==> config.mk <==
export PLATFORM = sky130hd
export DESIGN_NAME = dma_job_scheduler
export DESIGN_NICKNAME = d
export VERILOG_FILES = /design/src/rtl/dma_sched_pkg.sv /design/src/rtl/rr_arbiter.sv /design/src/rtl/dma_job_scheduler.sv
export SDC_FILE = /design/constraint.sdc
export NUM_CORES = 1
export LEC_CHECK = 0
export ABC_CLOCK_PERIOD_IN_PS = 12150
export CAP_MARGIN = 40
export CORE_MARGIN = 2
export CORE_UTILIZATION = 31
export DETAILED_ROUTE_END_ITERATION = 12
export PLACE_DENSITY = 0.66
export SYNTH_ARGS = -nofsm -noshare
export SYNTH_HDL_FRONTEND = slang
export SYNTH_SLANG_ARGS = --single-unit
==> constraint.sdc <==
create_clock -name clk -period 12.15 [get_ports clk]
set_input_delay 2.43 -clock clk [delete_from_list [all_inputs] [get_ports clk]]
set_output_delay 2.43 -clock clk [all_outputs]
set_load 0.05 [all_outputs]
==> src/rtl/dma_sched_pkg.sv <==
// Shared constants and types for the DMA job scheduler.
//   state_e   : scheduler FSM encoding (IDLE=0, START=1, RUN=2, DONE=3)
//   BLK_W     : width of the block-count field in a job descriptor
//   GID_W     : width of the grant index (enough for up to 8 requesters)
//   TO_CNT_W  : width of the optional RUN-state watchdog counter
package dma_sched_pkg;

    typedef enum logic [1:0] {
        IDLE  = 2'd0,
        START = 2'd1,
        RUN   = 2'd2,
        DONE  = 2'd3
    } state_e;

    localparam int BLK_W    = 16;
    localparam int GID_W    = 3;
    localparam int TO_CNT_W = 21;

endpackage

==> src/rtl/rr_arbiter.sv <==
// Combinational round-robin pick.
// Finds the first set request at or after ptr_i, searching upward and
// wrapping at N-1. ptr_i must be below N.
//   req_i    : request vector
//   ptr_i    : round-robin start position
//   valid_o  : at least one request set
//   grant_o  : one-hot winner
//   idx_o    : winner index
module rr_arbiter
    import dma_sched_pkg::*;
#(
    parameter int N = 3
) (
    input  logic [N-1:0]     req_i,
    input  logic [GID_W-1:0] ptr_i,
    output logic             valid_o,
    output logic [N-1:0]     grant_o,
    output logic [GID_W-1:0] idx_o
);

    int winner;

    // Walk offsets from far to near so the smallest offset from the pointer
    // is the last assignment and therefore wins.
    always_comb begin
        valid_o = 1'b0;
        winner  = 0;
        for (int j = N - 1; j >= 0; j--) begin
            for (int m = 0; m < N; m++) begin
                if ((((int'(ptr_i) + j) % N) == m) && req_i[m]) begin
                    valid_o = 1'b1;
                    winner  = m;
                end
            end
        end
    end

    always_comb begin
        grant_o = '0;
        for (int m = 0; m < N; m++) begin
            grant_o[m] = valid_o && (winner == m);
        end
        idx_o = GID_W'(winner);
    end

endmodule

==> src/rtl/dma_job_scheduler.sv <==
// Shares one DMA read/write controller between NUM_REQ job requesters.
// Round-robin grant, descriptor latch, start pulse, wait for write-done,
// then a done pulse back to the winner.
// Optional watchdog: define DMA_SCHED_TIMEOUT_EN to abort a RUN that lasts
// TIMEOUT_CYC cycles (sets sticky o_timeout, still issues o_done).
//
// Ports:
//   clk, rstn                 clock, synchronous active-low reset
//   i_req                     level requests, held until o_ack
//   i_base_rd/i_base_wr       packed read/write base addresses per requester
//   i_num_trans/i_max_blk     packed transfers-per-block / block counts
//   o_ack/o_done              per-requester capture / completion pulses
//   o_busy, o_grant_id        job in flight, current or last winner
//   o_dma_*                   start pulse and latched descriptor to the DMA
//   i_dma_wr_done             DMA last-block write-done pulse
//   o_timeout                 watchdog flag (0 when feature not built)
//
// state | meaning
// IDLE  | waiting for a request; grant and latch on the same edge
// START | issue the DMA start pulse (skipped for a zero-block job)
// RUN   | DMA active, waiting for write-done
// DONE  | pulse o_done, advance the round-robin pointer
module dma_job_scheduler
    import dma_sched_pkg::*;
#(
    parameter int NUM_REQ      = 3,
    parameter int BIT_TRANS    = 18,
    parameter int AXI_WIDTH_AD = 32,
    parameter int TIMEOUT_CYC  = 1048576
) (
    input  logic                              clk,
    input  logic                              rstn,
    input  logic [NUM_REQ-1:0]                i_req,
    input  logic [NUM_REQ*AXI_WIDTH_AD-1:0]   i_base_rd,
    input  logic [NUM_REQ*AXI_WIDTH_AD-1:0]   i_base_wr,
    input  logic [NUM_REQ*BIT_TRANS-1:0]      i_num_trans,
    input  logic [NUM_REQ*BLK_W-1:0]          i_max_blk,
    output logic [NUM_REQ-1:0]                o_ack,
    output logic [NUM_REQ-1:0]                o_done,
    output logic                              o_busy,
    output logic [GID_W-1:0]                  o_grant_id,
    output logic                              o_dma_start,
    output logic [AXI_WIDTH_AD-1:0]           o_dma_base_rd,
    output logic [AXI_WIDTH_AD-1:0]           o_dma_base_wr,
    output logic [BIT_TRANS-1:0]              o_dma_num_trans,
    output logic [BLK_W-1:0]                  o_dma_max_blk,
    input  logic                              i_dma_wr_done,
    output logic                              o_timeout
);

    state_e                  state_q, state_d;
    logic [GID_W-1:0]        ptr_q, ptr_d;
    logic [GID_W-1:0]        gid_q, gid_d;
    logic [NUM_REQ-1:0]      ack_q, ack_d;
    logic [NUM_REQ-1:0]      done_q, done_d;
    logic                    busy_q, busy_d;
    logic                    start_q, start_d;
    logic [AXI_WIDTH_AD-1:0] rd_q, rd_d;
    logic [AXI_WIDTH_AD-1:0] wr_q, wr_d;
    logic [BIT_TRANS-1:0]    nt_q, nt_d;
    logic [BLK_W-1:0]        mb_q, mb_d;

    logic                    arb_valid;
    logic [NUM_REQ-1:0]      arb_grant;
    logic [GID_W-1:0]        arb_idx;

`ifdef DMA_SCHED_TIMEOUT_EN
    localparam logic [TO_CNT_W-1:0] TO_LAST = TO_CNT_W'(TIMEOUT_CYC - 1);
    logic [TO_CNT_W-1:0]     cnt_q, cnt_d;
    logic                    timeout_q, timeout_d;
`else
    localparam int unused_timeout_cyc = TIMEOUT_CYC;
`endif

    rr_arbiter #(.N(NUM_REQ)) u_arb (
        .req_i   (i_req),
        .ptr_i   (ptr_q),
        .valid_o (arb_valid),
        .grant_o (arb_grant),
        .idx_o   (arb_idx)
    );

    always_comb begin
        state_d = state_q;
        ptr_d   = ptr_q;
        gid_d   = gid_q;
        ack_d   = '0;
        done_d  = '0;
        busy_d  = busy_q;
        start_d = 1'b0;
        rd_d    = rd_q;
        wr_d    = wr_q;
        nt_d    = nt_q;
        mb_d    = mb_q;
`ifdef DMA_SCHED_TIMEOUT_EN
        cnt_d     = cnt_q;
        timeout_d = timeout_q;
`endif
        case (state_q)
            IDLE: begin
                if (arb_valid) begin
                    gid_d  = arb_idx;
                    ack_d  = arb_grant;
                    busy_d = 1'b1;
                    for (int k = 0; k < NUM_REQ; k++) begin
                        if (arb_grant[k]) begin
                            rd_d = i_base_rd[k*AXI_WIDTH_AD +: AXI_WIDTH_AD];
                            wr_d = i_base_wr[k*AXI_WIDTH_AD +: AXI_WIDTH_AD];
                            nt_d = i_num_trans[k*BIT_TRANS +: BIT_TRANS];
                            mb_d = i_max_blk[k*BLK_W +: BLK_W];
                        end
                    end
                    state_d = START;
                end
            end
            START: begin
                // A zero-block job never touches the DMA controller.
                if (mb_q == '0) begin
                    state_d = DONE;
                end else begin
                    start_d = 1'b1;
                    state_d = RUN;
`ifdef DMA_SCHED_TIMEOUT_EN
                    cnt_d   = '0;
`endif
                end
            end
            RUN: begin
                if (i_dma_wr_done) begin
                    state_d = DONE;
                end
`ifdef DMA_SCHED_TIMEOUT_EN
                else if (cnt_q == TO_LAST) begin
                    timeout_d = 1'b1;
                    state_d   = DONE;
                end else begin
                    cnt_d = cnt_q + 1'b1;
                end
`endif
            end
            DONE: begin
                for (int k = 0; k < NUM_REQ; k++) begin
                    done_d[k] = (gid_q == GID_W'(k));
                end
                busy_d  = 1'b0;
                ptr_d   = (gid_q == GID_W'(NUM_REQ - 1)) ? '0 : gid_q + 1'b1;
                state_d = IDLE;
            end
            default: state_d = IDLE;
        endcase
    end

    always_ff @(posedge clk) begin
        if (!rstn) begin
            state_q <= IDLE;
            ptr_q   <= '0;
            gid_q   <= '0;
            ack_q   <= '0;
            done_q  <= '0;
            busy_q  <= 1'b0;
            start_q <= 1'b0;
            rd_q    <= '0;
            wr_q    <= '0;
            nt_q    <= '0;
            mb_q    <= '0;
`ifdef DMA_SCHED_TIMEOUT_EN
            cnt_q     <= '0;
            timeout_q <= 1'b0;
`endif
        end else begin
            state_q <= state_d;
            ptr_q   <= ptr_d;
            gid_q   <= gid_d;
            ack_q   <= ack_d;
            done_q  <= done_d;
            busy_q  <= busy_d;
            start_q <= start_d;
            rd_q    <= rd_d;
            wr_q    <= wr_d;
            nt_q    <= nt_d;
            mb_q    <= mb_d;
`ifdef DMA_SCHED_TIMEOUT_EN
            cnt_q     <= cnt_d;
            timeout_q <= timeout_d;
`endif
        end
    end

    assign o_ack           = ack_q;
    assign o_done          = done_q;
    assign o_busy          = busy_q;
    assign o_grant_id      = gid_q;
    assign o_dma_start     = start_q;
    assign o_dma_base_rd   = rd_q;
    assign o_dma_base_wr   = wr_q;
    assign o_dma_num_trans = nt_q;
    assign o_dma_max_blk   = mb_q;
`ifdef DMA_SCHED_TIMEOUT_EN
    assign o_timeout       = timeout_q;
`else
    assign o_timeout       = 1'b0;
`endif

endmodule

==> run summary, run 1 <==
Clock buffer depth: 2
Hold/Removal Path Class: flip-flop to flip-flop
Worst IR Drop VDD: 187.8 µV
Sink Count: 113
Int Pwr: 1.432 mW
RSZ-0062 raised after global routing: false
RD Place Congestion: 0.8293
Die area: 0.02568 mm²
H-tree lvl count: 4
Register area share after synthesis: 0.2989
Critical path arrival: 6.99 ns
Main combinational cell family by area after synthesis: compound AO/OA/AOI/OAI gates
Power, Total: 2.985 mW
Die Y: 160.2 µm
Fin util: 0.5087
Routed wire length: 33.95 mm
Crit path required time: 12.40 ns
Max stage delay on crit path: 0.73 ns
Final Hold Violating Endpoints: 0
Post-synth EDFFs: 0
Iteration count of the initial detailed-routing pass: 5
Xor and xnor area share after synthesis: 0.005622
Sw Ratio: 0.5205
I/O Buffers: 407
Crit. End Element: flip-flop
Global-route wire length before repair: 51.75 mm
Top FF cell, synth: dfxtp_1
Post-synth cell types: 74
Final Cycle Share: 0.5548
Via count: 9196
Die extent in x: 160.2 µm
Mapped Area: 0.007567 mm²
Crit path cell chain: ha_1, and2_1, nor2_1, ha_1, ha_1, a21oi_2, a211oi_1, ha_1, nand3b_1, nand3_1, a211o_1, a221o_1, nor2_1, o211ai_4, a31oi_4, and2_4, buf_4, a31oi_1
Area of the multi-input gates: 0.004748 mm²
# setup viols final: 0
FMAX: 0.1483 GHz
Crit path max fanout: 53
Reg clk slew, reported paths: 0.06 ns
Mean Syn Cell Area: 7.932 µm²
Most frequent cells in the layout: 406 x clkdlybuf4s50_1, 113 x dfxtp_1, 107 x nand3_1
Fillers: 2332
Adder-cell share of the synthesized area: 0.03968
CP delay by family, top: compound AO/OA/AOI/OAI gates
Largest net degree at the start of global routing: 78
Initial core utilization: 0.3130
Diodes inserted: 0
Final instance area: 0.01230 mm²
Pwr/cell area: 242.7 mW/mm²
Final Slew Violations: 0
Post-DP HPWL: 22.97 mm
Vias in the first global route: 8948
Synth-to-Final Area Change: 62.53%
Simple-Gate Fraction of Synth Area: 0.2154
Clk network pwr share: 0.171
Commonest non-fill, non-tap cell in the layout: clkdlybuf4s50_1
Root buf cell: clkbuf_16
Core area: 0.02418 mm²
Logic pwr share: 0.629
Reg area: 0.002262 mm²
Layout cells sized above 1: 0.05069
Hold-fix buffers, CTS: 0
Placed cell count: 1594
Bufs and invs on worst path: 1
Tmin final: 6.741 ns
FF+latch count, synth: 113
Element type at the critical path start: flip-flop
Later-pin clock latency in the skew report: 0.42 ns
Yosys warning total: 0
Gr usage total: 0.2534
Setup TNS: 0 ns
Asr flop ratio synth: 0
Postcts setup bufs: 0
Crit path top cell by count: ha_1
Max-cap violations: 0
DP Area: 0.01172 mm²
Grt total ovfl: 0
Crit path kind: flip-flop to flip-flop
Total CTS buffers: 17
Worst Tran Pin Value: 0.9147 ns
Nets@finish: 1613
Antenna violations before repair: 0
PostCTS Resize Cnt: 0
Routed WL per cell: 20.88 µm
Post-Layout Cell Count: 1626
CTS tree: yes
Starting DRT DRC Count: 698
Seq pwr share: 0.201
Cells after synthesis: 954
IO Pins: 410
Row cnt: 57
Slew HR: 0.3902
CP max-delay cell: a31oi_4
P_leak: 4.336 nW
Remaining routing DRC violations: 0
Outcome: finished clean
Switching Power: 1.554 mW
Antenna Nets Post-Route: 0
Synth Area in Compound Gates: 0.3522
Via density: 5.656
Final Skew: 0.009728 ns
Portion of netlist area occupied by mux cells: 0.006779
## registers in the layout (all words and copies together), names as in the netlist
signal           count
o_ack                3
o_busy               1
o_dma_base_rd       32
o_dma_base_wr       32
o_dma_max_blk       16
o_dma_num_trans     18
o_dma_start          1
o_done               3
o_grant_id           2
ptr_q                3
state_q              2
## worst paths after layout
path	start	endpoint	slack (ns)	cells after the start
setup / recovery	ptr_q[2]	o_dma_max_blk[11]	5.41	18
hold / removal	o_busy	o_busy	0.51	2
setup reg to reg	ptr_q[2]	o_dma_max_blk[11]	5.41	18
hold reg to reg	o_busy	o_busy	0.51	2
## cell usage after synthesis, types with 8 or more instances
| cell type | count | area (µm²) |
|---|---|---|
| dfxtp_1 | 113 | 2262 |
| buf_4 | 9 | 67.56 |
| a21o_1 | 8 | 60.06 |
| nand3_1 | 107 | 535.5 |
| inv_1 | 25 | 93.84 |
| a21oi_1 | 9 | 45.04 |
| nor2_1 | 23 | 86.33 |
| a31oi_1 | 102 | 638.1 |
| nand2b_1 | 95 | 594.3 |
| o21ai_1 | 13 | 65.06 |
| o21ai_0 | 104 | 520.5 |
| clkbuf_1 | 52 | 195.2 |
| buf_2 | 37 | 185.2 |
| o221ai_1 | 92 | 805.8 |
| nand2_1 | 20 | 75.07 |
| ha_1 | 24 | 300.3 |
## final cells by class
cell class,count,area share
Multi-Input combinational cell,711,0.3861
Timing Repair Buffer,420,0.3416
Sequential cell,113,0.1839
Clock buffer,23,0.03886
Tap cell,324,0.03296
Clock inverter,9,0.008647
Inverter,26,0.007935
## kinds of logic after synthesis
family,count (synthesis)
other cells,1
buf+inv,131
fa+ha+maj,24
xor+xnor,4
simple gates,294
mux,5
compound gates,382
flops,113
## worst register-to-register path, delay by kind of cell (launching register included)
kind,cells,cell delay (ns)
adder cells (fa/ha/maj),4,1.32
AO/OA/AOI/OAI,7,2.32
buffers and inverters,1,0.65
AND/OR/NAND/NOR,6,1.70
flip-flops,1,0.59
## through the flow
step | hold slack [ns] | worst slack, ns
2_1_floorplan | 0.4833 | 7.560
3_3_place_gp | 0.4623 | 5.379
3_5_place_dp | 0.4827 | 5.457
4_1_cts | 0.5052 | 5.440
5_1_grt | 0.5400 | 4.895
6_report | 0.5064 | 5.409
## power by group through the flow
stage | clock, mW | sequential (mW) | combinational, mW
after floorplan | 0 | 1.03 | 0.830
after global placement | 0 | 0.603 | 1.86
after detailed placement | 0 | 0.605 | 1.88
after CTS | 0.518 | 0.599 | 1.89
after global routing | 0.532 | 0.615 | 1.99
final | 0.509 | 0.599 | 1.88
## routing by layer
layer / global-route usage / vias to the layer above / routed length (µm)
met4: 0.07289 / 0 / 639
li1: - / 4341 / -
met2: 0.4301 / 406 / 16440
met3: 0.05792 / 41 / 2446
met1: 0.3219 / 4408 / 14420
met5: 0 / - / 0
Note: power is estimated with default switching activity, not from simulation.
==> run 2: changes to the inputs <==
--- a/config.mk
+++ b/config.mk
@@ -5,12 +5,12 @@
 export SDC_FILE = /design/constraint.sdc
 export NUM_CORES = 1
 export LEC_CHECK = 0
-export ABC_CLOCK_PERIOD_IN_PS = 12150
+export ABC_CLOCK_PERIOD_IN_PS = 6100
 export CAP_MARGIN = 40
 export CORE_MARGIN = 2
 export CORE_UTILIZATION = 31
 export DETAILED_ROUTE_END_ITERATION = 12
-export PLACE_DENSITY = 0.66
+export PLACE_DENSITY = 0.69
 export SYNTH_ARGS = -nofsm -noshare
 export SYNTH_HDL_FRONTEND = slang
 export SYNTH_SLANG_ARGS = --single-unit
==> constraint.sdc (replaced) <==
create_clock -name clk -period 6.1 [get_ports clk]
set_input_delay 1.22 -clock clk [delete_from_list [all_inputs] [get_ports clk]]
set_output_delay 1.22 -clock clk [all_outputs]
set_load 0.05 [all_outputs]
==> run summary, run 2 (synthesis results as in run 1) <==
Outcome: finished clean
Clock buffer depth: 2 (unchanged)
Via count: 9274 (+0.85%)
Fin util: 0.5141 (+0.005331)
Nets@finish: 1622 (+0.56%)
Total CTS buffers: 17 (unchanged)
Final Hold Violating Endpoints: 0 (unchanged)
Slew HR: 0.4760 (+0.08586)
Core area: 0.02418 mm² (unchanged)
FF-to-FF Start: ptr_q[0]
Hold-fix buffers, CTS: 0 (unchanged)
Hold Crit Start: o_busy
Gr usage total: 0.2497 (-0.003687)
Diodes inserted: 0 (unchanged)
CTS tree: yes
Cell depth of the worst min-delay path: 2 (unchanged)
Element type at the critical path start: flip-flop
Initial core utilization: 0.3130 (unchanged)
Sink Count: 113 (unchanged)
Postcts setup bufs: 0 (unchanged)
Most frequent cells in the layout: 406 x clkdlybuf4s50_1, 113 x dfxtp_1, 107 x nand3_1
Metal-1 WL: 14.00 mm (-2.9%)
RSZ-0062 raised after global routing: false
Largest net degree at the start of global routing: 80 (+2.6%)
Tmin final: 5.623 ns (-1.118 ns)
Antenna Nets Post-Route: 0 (unchanged)
R2R cell count: 18 (unchanged)
Later-pin clock latency in the skew report: 0.41 ns (about the same)
Post-Layout Cell Count: 1633 (+0.43%)
Die Y: 160.2 µm (unchanged)
Crit. End Element: flip-flop
Pwr/cell area: 485.6 mW/mm² (+100%)
Iteration count of the initial detailed-routing pass: 5 (unchanged)
Logic pwr share: 0.637 (+0.008)
Worst IR Drop VDD: 259.8 µV (+38%)
Final Slew Violations: 0 (unchanged)
H-tree lvl count: 4 (unchanged)
Setup TNS: 0 ns (unchanged)
Die area: 0.02568 mm² (unchanged)
Crit path kind: flip-flop to flip-flop
Max Used Layer: met4
Routed wire length: 33.53 mm (-1.2%)
PostCTS Resize Cnt: 0 (unchanged)
Met3 wire length: 2.501 mm (+2.2%)
P_leak: 4.408 nW (+1.6%)
Starting DRT DRC Count: 811 (+16%)
Setup slack, reg-to-reg: 0.48 ns (-4.93 ns)
Sw Ratio: 0.5132 (-0.007274)
Hold Path End: o_busy
Clk network pwr share: 0.165 (-0.006)
Die extent in x: 160.2 µm (unchanged)
Row cnt: 57 (unchanged)
Commonest non-fill, non-tap cell in the layout: clkdlybuf4s50_1
I/O Buffers: 407 (unchanged)
Fillers: 2300 (-1.4%)
Grt total ovfl: 0 (unchanged)
Area of the multi-input gates: 0.004748 mm² (unchanged)
Final Cycle Share: 0.9218 (+0.3670)
Hold WS: 0.4862 ns (-0.02018 ns)
Root buf cell: clkbuf_16
Final Skew: 0.01027 ns (+0.0005370 ns)
Hold/Removal Path Class: flip-flop to flip-flop
Global-route wire length before repair: 51.22 mm (-1.0%)
Reg area: 0.002262 mm² (unchanged)
Via density: 5.679 (+0.42%)
Int Pwr: 2.938 mW (+110%)
Crit path required time: 6.42 ns (-5.98 ns)
Layout cells sized above 1: 0.05806 (+0.007368)
Placed cell count: 1603 (+0.56%)
Crit path max fanout: 35 (-34%)
IO Pins: 410 (unchanged)
Antenna violations before repair: 0 (unchanged)
RD Place Congestion: 0.8809 (+6.2%)
Reg clk slew, reported paths: 0.06 ns (about the same)
Synth-to-Final Area Change: 64.24%
Routed WL per cell: 20.53 µm (-1.6%)
Critical path arrival: 5.95 ns (-1.04 ns)
Max-cap violations: 0 (unchanged)
Met2 routed WL: 16.14 mm (-1.8%)
Seq pwr share: 0.197 (-0.004)
Vias in the first global route: 9046 (+1.1%)
Remaining routing DRC violations: 0 (unchanged)
# setup viols final: 0 (unchanged)
Switching Power: 3.098 mW (+99%)
Worst r2r dst: o_dma_base_rd[11]
Worst Tran Pin Value: 0.7859 ns (-0.1288 ns)
FMAX: 0.1778 GHz (+20%)
Post-DP HPWL: 22.83 mm (-0.59%)
==> run 2: changes by cell type in the layout (fill, tap and decap cells not counted), sizes merged <==
| cell | previous run | this run |
|---|---|---|
| buf | 14 | 23 |
| clkbuf | 23 | 20 |
| clkinv | 5 | 6 |
==> run 2: critical path: stages (launching register included) <==
cell and delay, ns:
dfxtp_1 0.68, ha_1 0.33, xnor2_1 0.28, nor2_1 0.13, ha_1 0.24, ha_1 0.32
a21oi_2 0.31, a211oi_1 0.19, ha_1 0.29, a21oi_1 0.12, o21ai_1 0.10, or2_1 0.30
o31ai_2 0.41, or4b_1 0.52, a31oi_1 0.34, or2_4 0.21, buf_4 0.34, o21ai_0 0.19
a31oi_1 0.22
==> run 2: metrics by stage <==
step	cell area [µm²]	setup WS, ns	total power [mW]
global route	12430	0.01116	6.357
CTS	12430	0.5294	6.058
finish	12430	0.4768	6.036
floorplan	7571	1.510	3.703
detailed placement	11850	0.6301	5.040
global placement	11850	0.8447	5.013
==> run 2: worst max-delay path by stage <==
stage	start	to	slack, ns	depth (start not counted)
2_1_floorplan	ptr_q[2]	o_dma_max_blk[6]	1.51	21
3_3_place_gp	ptr_q[0]	o_dma_max_blk[7]	0.84	18
3_5_place_dp	ptr_q[0]	o_dma_base_wr[31]	0.63	18
4_1_cts	ptr_q[0]	o_dma_base_rd[11]	0.53	18
5_1_grt	ptr_q[0]	o_dma_base_rd[11]	0.01	18
6_report	ptr_q[0]	o_dma_base_rd[11]	0.48	18
==> run 2: area by class of cell <==
| class | instances | share of cell area |
|---|---|---|
| Multi-Input combinational cell | 711 | 0.3821 |
| Timing Repair Buffer | 429 | 0.3489 |
| Sequential cell | 113 | 0.1820 |
| Clock buffer | 20 | 0.03755 |
| Tap cell | 324 | 0.03262 |
| Clock inverter | 10 | 0.008960 |
| Inverter | 26 | 0.007853 |
==> run 2: power by group through the flow <==
stage	sequential [mW]	clock (mW)	combinational [mW]
2_1_floorplan	2.05	0	1.65
5_1_grt	1.23	1.06	4.07
6_report	1.19	0.999	3.85
3_3_place_gp	1.19	0	3.82
3_5_place_dp	1.20	0	3.84
4_1_cts	1.19	1.02	3.85
==> run 2: layer usage <==
| metal | global-route usage | up-vias |
|---|---|---|
| met1 | 0.3216 | 4414 |
| li1 | - | 4362 |
| met3 | 0.05610 | 63 |
| met4 | 0.08354 | 0 |
| met2 | 0.4134 | 435 |
| met5 | 0 | - |
==> run 3: changes to the inputs <==
--- a/config.mk
+++ b/config.mk
@@ -11,6 +11,7 @@
 export CORE_UTILIZATION = 31
 export DETAILED_ROUTE_END_ITERATION = 12
 export PLACE_DENSITY = 0.69
+export SLEW_MARGIN = 15
 export SYNTH_ARGS = -nofsm -noshare
 export SYNTH_HDL_FRONTEND = slang
 export SYNTH_SLANG_ARGS = --single-unit
==> results of run 3 <==
No change in the layout: final DEF, timing and power equal those of run 2.
